## src/rtl/multicycle_control_fsm_if.sv

```systemverilog
// Control bundle between the multi-cycle control FSM and its datapath/memory.
// The master side is the control unit; the slave side is the datapath.
interface multicycle_control_fsm_if;
    logic [6:0] opcode;
    logic       alu_bcond;
    logic       halt_cond;
    logic       mem_ready;

    logic       mem_read;
    logic       mem_write;
    logic       i_or_d;
    logic       ir_write;
    logic       pc_write;
    logic       pc_source;
    logic       reg_write;
    logic [1:0] wb_sel;
    logic [1:0] alu_src_a;
    logic [1:0] alu_src_b;
    logic [1:0] alu_op;
    logic       is_halted;

    modport master (
        input  opcode, alu_bcond, halt_cond, mem_ready,
        output mem_read, mem_write, i_or_d, ir_write, pc_write, pc_source,
               reg_write, wb_sel, alu_src_a, alu_src_b, alu_op, is_halted
    );

    modport slave (
        output opcode, alu_bcond, halt_cond, mem_ready,
        input  mem_read, mem_write, i_or_d, ir_write, pc_write, pc_source,
               reg_write, wb_sel, alu_src_a, alu_src_b, alu_op, is_halted
    );
endinterface

```

## src/rtl/multicycle_control_fsm.sv

```systemverilog
// Multi-cycle RV32I control unit: sequences IF/ID/EX/MEM/WB over a shared memory
// whose completion is either a ready strobe or a fixed-latency count.
module multicycle_control_fsm #(
    parameter int USE_MEM_READY = 1,
    parameter int MEM_LATENCY   = 1,
    parameter int CNT_W         = 4
) (
    input  logic                        clk,
    input  logic                        reset,
    multicycle_control_fsm_if.master    ctl
);
    localparam logic [6:0] OP_R    = 7'b0110011;
    localparam logic [6:0] OP_I    = 7'b0010011;
    localparam logic [6:0] OP_LD   = 7'b0000011;
    localparam logic [6:0] OP_ST   = 7'b0100011;
    localparam logic [6:0] OP_BR   = 7'b1100011;
    localparam logic [6:0] OP_JAL  = 7'b1101111;
    localparam logic [6:0] OP_JALR = 7'b1100111;
    localparam logic [6:0] OP_SYS  = 7'b1110011;

    typedef enum logic [3:0] {
        S_IF, S_ID, S_EX_R, S_EX_I, S_EX_ADDR, S_MEM_RD, S_MEM_WR,
        S_WB_ALU, S_WB_MEM, S_BR, S_JAL, S_JALR, S_HALT
    } state_e;

    state_e           state_q, state_d;
    logic [CNT_W-1:0] cnt_q, cnt_d;
    logic             done;

    logic       mem_read, mem_write, i_or_d, ir_write, pc_write, pc_source;
    logic       reg_write, is_halted;
    logic [1:0] wb_sel, alu_src_a, alu_src_b, alu_op;

    assign done = (USE_MEM_READY != 0) ? ctl.mem_ready
                                       : (cnt_q == CNT_W'(MEM_LATENCY - 1));

    // NOTE: sequential state uses non-blocking assignments so every register
    // samples the pre-edge values of the others.
    always_ff @(posedge clk or negedge reset) begin
        if (!reset) begin
            state_q <= S_IF;
            cnt_q   <= '0;
        end else begin
            state_q <= state_d;
            cnt_q   <= cnt_d;
        end
    end

    // NOTE: every output gets a default before the case so no path leaves a
    // variable unassigned, which would otherwise infer a latch.
    always_comb begin
        state_d   = state_q;
        mem_read  = 1'b0;
        mem_write = 1'b0;
        i_or_d    = 1'b0;
        ir_write  = 1'b0;
        pc_write  = 1'b0;
        pc_source = 1'b0;
        reg_write = 1'b0;
        wb_sel    = 2'd0;
        alu_src_a = 2'd0;
        alu_src_b = 2'd0;
        alu_op    = 2'd0;
        is_halted = 1'b0;
        case (state_q)
            S_IF: begin
                mem_read  = 1'b1;
                alu_src_b = 2'd1;
                if (done) begin
                    ir_write = 1'b1;
                    pc_write = 1'b1;
                    state_d  = S_ID;
                end
            end
            S_ID: begin
                alu_src_a = 2'd2;
                alu_src_b = 2'd2;
                case (ctl.opcode)
                    OP_R:         state_d = S_EX_R;
                    OP_I:         state_d = S_EX_I;
                    OP_LD, OP_ST: state_d = S_EX_ADDR;
                    OP_BR:        state_d = S_BR;
                    OP_JAL:       state_d = S_JAL;
                    OP_JALR:      state_d = S_JALR;
                    OP_SYS:       state_d = ctl.halt_cond ? S_HALT : S_IF;
                    default:      state_d = S_IF;
                endcase
            end
            S_EX_R: begin
                alu_src_a = 2'd1;
                alu_op    = 2'd2;
                state_d   = S_WB_ALU;
            end
            S_EX_I: begin
                alu_src_a = 2'd1;
                alu_src_b = 2'd2;
                alu_op    = 2'd2;
                state_d   = S_WB_ALU;
            end
            S_EX_ADDR: begin
                alu_src_a = 2'd1;
                alu_src_b = 2'd2;
                state_d   = (ctl.opcode == OP_LD) ? S_MEM_RD : S_MEM_WR;
            end
            S_MEM_RD: begin
                mem_read = 1'b1;
                i_or_d   = 1'b1;
                if (done) state_d = S_WB_MEM;
            end
            S_MEM_WR: begin
                mem_write = 1'b1;
                i_or_d    = 1'b1;
                if (done) state_d = S_IF;
            end
            S_WB_ALU: begin
                reg_write = 1'b1;
                state_d   = S_IF;
            end
            S_WB_MEM: begin
                reg_write = 1'b1;
                wb_sel    = 2'd1;
                state_d   = S_IF;
            end
            S_BR: begin
                alu_src_a = 2'd1;
                alu_op    = 2'd1;
                pc_source = 1'b1;
                pc_write  = ctl.alu_bcond;
                state_d   = S_IF;
            end
            S_JAL: begin
                reg_write = 1'b1;
                wb_sel    = 2'd2;
                pc_write  = 1'b1;
                pc_source = 1'b1;
                state_d   = S_IF;
            end
            S_JALR: begin
                alu_src_a = 2'd1;
                alu_src_b = 2'd2;
                reg_write = 1'b1;
                wb_sel    = 2'd2;
                pc_write  = 1'b1;
                state_d   = S_IF;
            end
            S_HALT:  is_halted = 1'b1;
            default: state_d = S_IF;
        endcase
    end

    // The latency counter restarts whenever the FSM moves or an access completes.
    always_comb begin
        cnt_d = cnt_q;
        if ((state_d != state_q) || done) cnt_d = '0;
        else if (mem_read || mem_write)   cnt_d = cnt_q + 1'b1;
    end

    // While reset is held all outputs read zero, even though the state is IF.
    assign ctl.mem_read  = reset & mem_read;
    assign ctl.mem_write = reset & mem_write;
    assign ctl.i_or_d    = reset & i_or_d;
    assign ctl.ir_write  = reset & ir_write;
    assign ctl.pc_write  = reset & pc_write;
    assign ctl.pc_source = reset & pc_source;
    assign ctl.reg_write = reset & reg_write;
    assign ctl.is_halted = reset & is_halted;
    assign ctl.wb_sel    = reset ? wb_sel    : 2'd0;
    assign ctl.alu_src_a = reset ? alu_src_a : 2'd0;
    assign ctl.alu_src_b = reset ? alu_src_b : 2'd0;
    assign ctl.alu_op    = reset ? alu_op    : 2'd0;
endmodule

```

## src/flat_wrapper.sv

```systemverilog
// flat-port wrapper written by rule: the top's interface ports become plain ports
module multicycle_control_fsm_flat 
#(
    parameter int USE_MEM_READY = 1,
    parameter int MEM_LATENCY   = 1,
    parameter int CNT_W         = 4
)
  (clk, reset, ctl_opcode, ctl_alu_bcond, ctl_halt_cond, ctl_mem_ready, ctl_mem_read, ctl_mem_write, ctl_i_or_d, ctl_ir_write, ctl_pc_write, ctl_pc_source, ctl_reg_write, ctl_wb_sel, ctl_alu_src_a, ctl_alu_src_b, ctl_alu_op, ctl_is_halted);
  multicycle_control_fsm_if ctl_i ();
  input  logic clk;
  input  logic reset;
  input wire logic [$bits(ctl_i.opcode)-1:0] ctl_opcode;
  input wire logic [$bits(ctl_i.alu_bcond)-1:0] ctl_alu_bcond;
  input wire logic [$bits(ctl_i.halt_cond)-1:0] ctl_halt_cond;
  input wire logic [$bits(ctl_i.mem_ready)-1:0] ctl_mem_ready;
  output wire logic [$bits(ctl_i.mem_read)-1:0] ctl_mem_read;
  output wire logic [$bits(ctl_i.mem_write)-1:0] ctl_mem_write;
  output wire logic [$bits(ctl_i.i_or_d)-1:0] ctl_i_or_d;
  output wire logic [$bits(ctl_i.ir_write)-1:0] ctl_ir_write;
  output wire logic [$bits(ctl_i.pc_write)-1:0] ctl_pc_write;
  output wire logic [$bits(ctl_i.pc_source)-1:0] ctl_pc_source;
  output wire logic [$bits(ctl_i.reg_write)-1:0] ctl_reg_write;
  output wire logic [$bits(ctl_i.wb_sel)-1:0] ctl_wb_sel;
  output wire logic [$bits(ctl_i.alu_src_a)-1:0] ctl_alu_src_a;
  output wire logic [$bits(ctl_i.alu_src_b)-1:0] ctl_alu_src_b;
  output wire logic [$bits(ctl_i.alu_op)-1:0] ctl_alu_op;
  output wire logic [$bits(ctl_i.is_halted)-1:0] ctl_is_halted;
  assign ctl_i.opcode = ctl_opcode;
  assign ctl_i.alu_bcond = ctl_alu_bcond;
  assign ctl_i.halt_cond = ctl_halt_cond;
  assign ctl_i.mem_ready = ctl_mem_ready;
  assign ctl_mem_read = ctl_i.mem_read;
  assign ctl_mem_write = ctl_i.mem_write;
  assign ctl_i_or_d = ctl_i.i_or_d;
  assign ctl_ir_write = ctl_i.ir_write;
  assign ctl_pc_write = ctl_i.pc_write;
  assign ctl_pc_source = ctl_i.pc_source;
  assign ctl_reg_write = ctl_i.reg_write;
  assign ctl_wb_sel = ctl_i.wb_sel;
  assign ctl_alu_src_a = ctl_i.alu_src_a;
  assign ctl_alu_src_b = ctl_i.alu_src_b;
  assign ctl_alu_op = ctl_i.alu_op;
  assign ctl_is_halted = ctl_i.is_halted;
  multicycle_control_fsm #(.USE_MEM_READY(USE_MEM_READY), .MEM_LATENCY(MEM_LATENCY), .CNT_W(CNT_W)) u_core (.clk(clk), .reset(reset), .ctl(ctl_i));
endmodule
```

## config.mk

```make
export PLATFORM = sky130hd
export DESIGN_NAME = multicycle_control_fsm_flat
export DESIGN_NICKNAME = d
export VERILOG_FILES = /design/src/rtl/multicycle_control_fsm_if.sv /design/src/rtl/multicycle_control_fsm.sv /design/src/flat_wrapper.sv
export SDC_FILE = /design/constraint.sdc
export NUM_CORES = 1
export LEC_CHECK = 0
export ABC_AREA = 1
export CAP_MARGIN = 20
export CORE_AREA = 2 2 46 58
export CTS_CLUSTER_DIAMETER = 50
export DETAILED_ROUTE_END_ITERATION = 16
export DIE_AREA = 0 0 48 60
export GPL_ROUTABILITY_DRIVEN = 1
export PLACE_DENSITY = 0.59
export SYNTH_ARGS = -nofsm -noshare
export SYNTH_HDL_FRONTEND = slang
export SYNTH_SLANG_ARGS = --single-unit
```

## constraint.sdc

```tcl
create_clock -name clk -period 1.3 [get_ports clk]
set_input_delay 0.195 -clock clk [delete_from_list [all_inputs] [get_ports clk]]
set_output_delay 0.195 -clock clk [all_outputs]
set_load 0.05 [all_outputs]
```

### Yosys cells after proc, flatten, opt, wreduce, memory -nomap -nowiden

Cells that the tools add are included.

| operators by class | value |
|---|---|
| equal/unequal tests | 23 |
| muxes and demuxes | 24 |
| bitwise operators | 9 |
| reductions and logical operators | 11 |

Operators with widths:

| kind | count |
|---|---|
| $pmux 4 s7 | 2 |
| $eq 7x7->1 const B | 4 |
| $eq 4x4->1 const B | 5 |
| $eq 4x3->1 const B | 4 |
| $mux 4 | 4 |
| $pmux 2 s2 | 4 |
| $eq 7x6->1 const B | 2 |
| $reduce_or 2->1 | 6 |
| $mux 2 | 5 |
| $and 1x1->1 | 8 |
| $eq 4x2->1 const B | 2 |
| $mux 1 | 8 |
| $reduce_or 4->1 | 2 |
| $eq 7x2->1 const B | 1 |
| $eq 7x5->1 const B | 1 |
| $ne 2x2->1 const B | 3 |
| $reduce_or 5->1 | 1 |
| $eq 4x1->1 const B | 1 |
| $logic_not 4->1 | 1 |
| $reduce_and 4->1 | 1 |
| $pmux 1 s3 | 1 |
| $not 1->1 | 1 |

| word-level totals | value |
|---|---|
| register bits | 4 |
| input bits | 12 |
| output and inout bits | 16 |
| word-level logic and storage cells | 68 |

### Depth between registers and ports, before layout

| depth | value |
|---|---|
| depth after elaboration | 4 |
| mapped depth | 10 |
| mapped depth without buffers | 10 |

### Least setup slack after synthesis

No wires, ideal clock.

| path | value |
|---|---|
| path type | reg2out |
| start | register u_core.state_q[3] |
| end | output port ctl_pc_write |
| arrival time | 1852 ps |
| data required time | 1105 ps |
| path slack | -747 ps |
| stages on the path, launching flop included | 5 |
| buffers on the path | 0 |
| path through | dfrtp_1 nor2_2 nand3_1 nor2_1 a211o_1 |

| between the ends | value |
|---|---|
| word-level cells in the longest chain between the ends | 4 |
| elaborated cells between the ends (all ways) | 7 |

RTL lines:

| element | RTL line | text |
|---|---|---|
| start: declaration | multicycle_control_fsm.sv:26 | `state_e state_q, state_d;` |
| start signal: assignment | multicycle_control_fsm.sv:44 | `state_q <= state_d;` |
| $eq 4x4->1 | multicycle_control_fsm.sv:65 | `case (state_q)` |
| $reduce_or 2->1 (no source line) | n/a |  |
| $pmux 1 s3 * | multicycle_control_fsm.sv:65 |  |
| $and 1x1->1 * | multicycle_control_fsm.sv:163 | `assign ctl.pc_write = reset & pc_write;` |
| end: declaration | flat_wrapper.sv:20 | `output wire logic [$bits(ctl_i.pc_write)-1:0] ctl_pc_write;` |

Mark *: on every way between the ends. The rest lies on a longest branch, timed or not.

### Worst setup path after layout

| path | value |
|---|---|
| start | register u_core.state_q[1] |
| end | output port ctl_pc_write |

The elaborated chain is that of the path after synthesis.

==> run metrics <==
status=complete, but fails checks; violated checks=setup timing; CTS tree=done; Worst Slack Setup Final=-0.425 ns; Largest regs=u_core.state_q: 4 flops; Total Routing Usage GR=0.217; placed wire-length estimate=2.05 mm; post-synthesis cell count=99; DR vias/cell=4.73; Synth Register Bits=4; Top FF cell, synth=dfrtp_1; sequential share of the synthesized area=0.181; Top-Level Pins=28; Die Y=60 um; Vias=1,017; port bufs=27; power after layout=0.428 mW; syn avg cell area=5.59 um2; Lkg Pwr=0.827 nW; clk slew on worst S/H paths=0.06 ns; # DRC=0; clk buf depth=2; Post-Layout Inst Area=0.00179 mm2; mapped cell area=553 um2; First-pass DRT Iterations=4; dpl cell area=0.00147 mm2; # clock sinks=4; area leader, netlist=dfrtp_1; Layout area overhead=224%; initial core utilization=0.233; largest net degree at the start of global routing=7; first-pass GRT wire length=4.39 mm; relative max-transition margin=0.781; worst hold path class=in -> async; Final Setup Violations=20; most flop-heavy register=u_core.state_q; Slew Limit Fails=0; EDFF count, synth=0; Core Region=0.00238 mm2; WL/cell=14.3 um; CTS buffer count=3; nets=195; CP required=1.11 ns; Tcrit/Tclk final=1.33; Core Rows=20; ant diodes=0; initial antenna violation count=0; Syn. warnings=0; worst skew pair latency=0.26 ns; Synth area leaders=dfrtp_1, nand2_1, nor2_1, nand3_1, inv_1; Overflow after GRT=0; total negative setup slack=-6.26 ns; Worst EP arrival=1.53 ns; Die ar.=0.00288 mm2; PD cells=239 mW/mm2; Clock Skews=0.0240 ns; CP Launch Type=register; Detailed Route WL=3.07 mm; max FFs per register=4; Yosys cell types=22; Worst R2R Start=u_core.state_q[1]$_DFFE_PN0P_; Placer Congestion=0.902; die width=48 um; crit path time final=1.72 ns; H-tree depth=1; final hold slack=0.212 ns; Max-Cap Viols=0; Max IR drop VDD=0.424 mV; Place WS=-0.340 ns; Critical Path Start=u_core.state_q[1]$_DFFE_PN0P_; CP Capture Type=output port; share of cells above drive strength 1=0.681; crit-path max FO=5; ys async rst share=1.00; cts hold-fix bufs=0; worst slew pin tran=0.328 ns; CTS root buf=clkbuf_4; Detail Route Antenna Nets=0; vias in the first global route=1,014; Final Hold Viols=0; Synth top cells by count=nand2_1, nor2_1, inv_1, nand3_1, inv_2; fmax=0.580 GHz; share of the synthesized area in the top cell type=0.181; Iteration-0 DRC Markers=9; syn_nets=111; most common cell in the netlist=nand2_1; Crit Path Category=reg -> out; RSZ-0062 raised after global routing=true
## layout by cell type, fill, tap and decap left out, types with 2 or more instances in the layout
master	count
nand2_4	4
dfrtp_2	4
clkdlybuf4s50_1	10
inv_1	9
nor2_2	3
nor3_4	2
inv_2	3
nand3_1	8
inv_4	5
a21oi_1	2
buf_4	39
nand3_4	4
nand2_2	3
clkbuf_4	3
buf_12	17
o21ai_2	2
nor2_4	12
buf_6	11
nor2_1	6
a21oi_4	2
nand2_1	17
## layer usage
layer,part of all wire,GRT usage,wire length (um)
met5,0,0,0
met4,0.036,0.0927,109
met3,0.031,0.0211,94
met2,0.57,0.423,1760
met1,0.36,0.213,1110
## per-stage QoR
stage,std cells,util
final,215,0.755
after global routing,215,0.755
after CTS,210,0.709
after detailed placement,195,0.619
after global placement,195,0.619
after floorplan,99,-
## worst max-delay path, stage by stage, from the launching register on
cell and delay [ns]:
dfrtp_2 0.47, nor2_4 0.06, buf_6 0.14, nand3_4 0.08, nor2_4 0.05, a211o_4 0.31
buf_12 0.15
## final timing paths
kind	to	slack, ns	cells after the start
worst max-delay path	ctl_pc_write	-0.42	6
worst min-delay path	u_core.state_q[1]$_DFFE_PN0P_	0.21	2
worst max register to register	u_core.state_q[0]$_DFFE_PN0P_	-0.26	10
worst min register to register	u_core.state_q[3]$_DFFE_PN0P_	0.76	3
max in group asynchronous	u_core.state_q[2]$_DFFE_PN0P_	0.93	2
min in group clk	u_core.state_q[3]$_DFFE_PN0P_	0.76	3
## power breakdown
| group | leakage [nW] | switching [mW] | total [mW] | internal (mW) |
|---|---|---|---|---|
| combinational | 0.771 | 0.0550 | 0.112 | 0.0568 |
| clock | 0.0150 | 0.0752 | 0.192 | 0.117 |
| sequential | 0.0415 | 0 | 0.125 | 0.125 |
## layout make-up
type	instances	area, um2
multi-input combinational	76	651
timing repair buffer	79	881
clock buffer	4	26.3
sequential	4	105
inverter	19	90.1
fill	143	583
tap	33	41.3
## timing repair
item	CTS	global route
setup buffers	12	5
pin swaps	14	7
resized for setup	27	20
endpoints found under the setup margin	19	20
cloned	0	0
## cells by family after synthesis
| kind of cell | synth area share |
|---|---|
| DFF | 0.181 |
| and+or+nand+nor | 0.538 |
| AOI/OAI and AO/OA | 0.152 |
| buffers and inverters | 0.129 |
No activity file was read; power rests on OpenSTA's default activity.
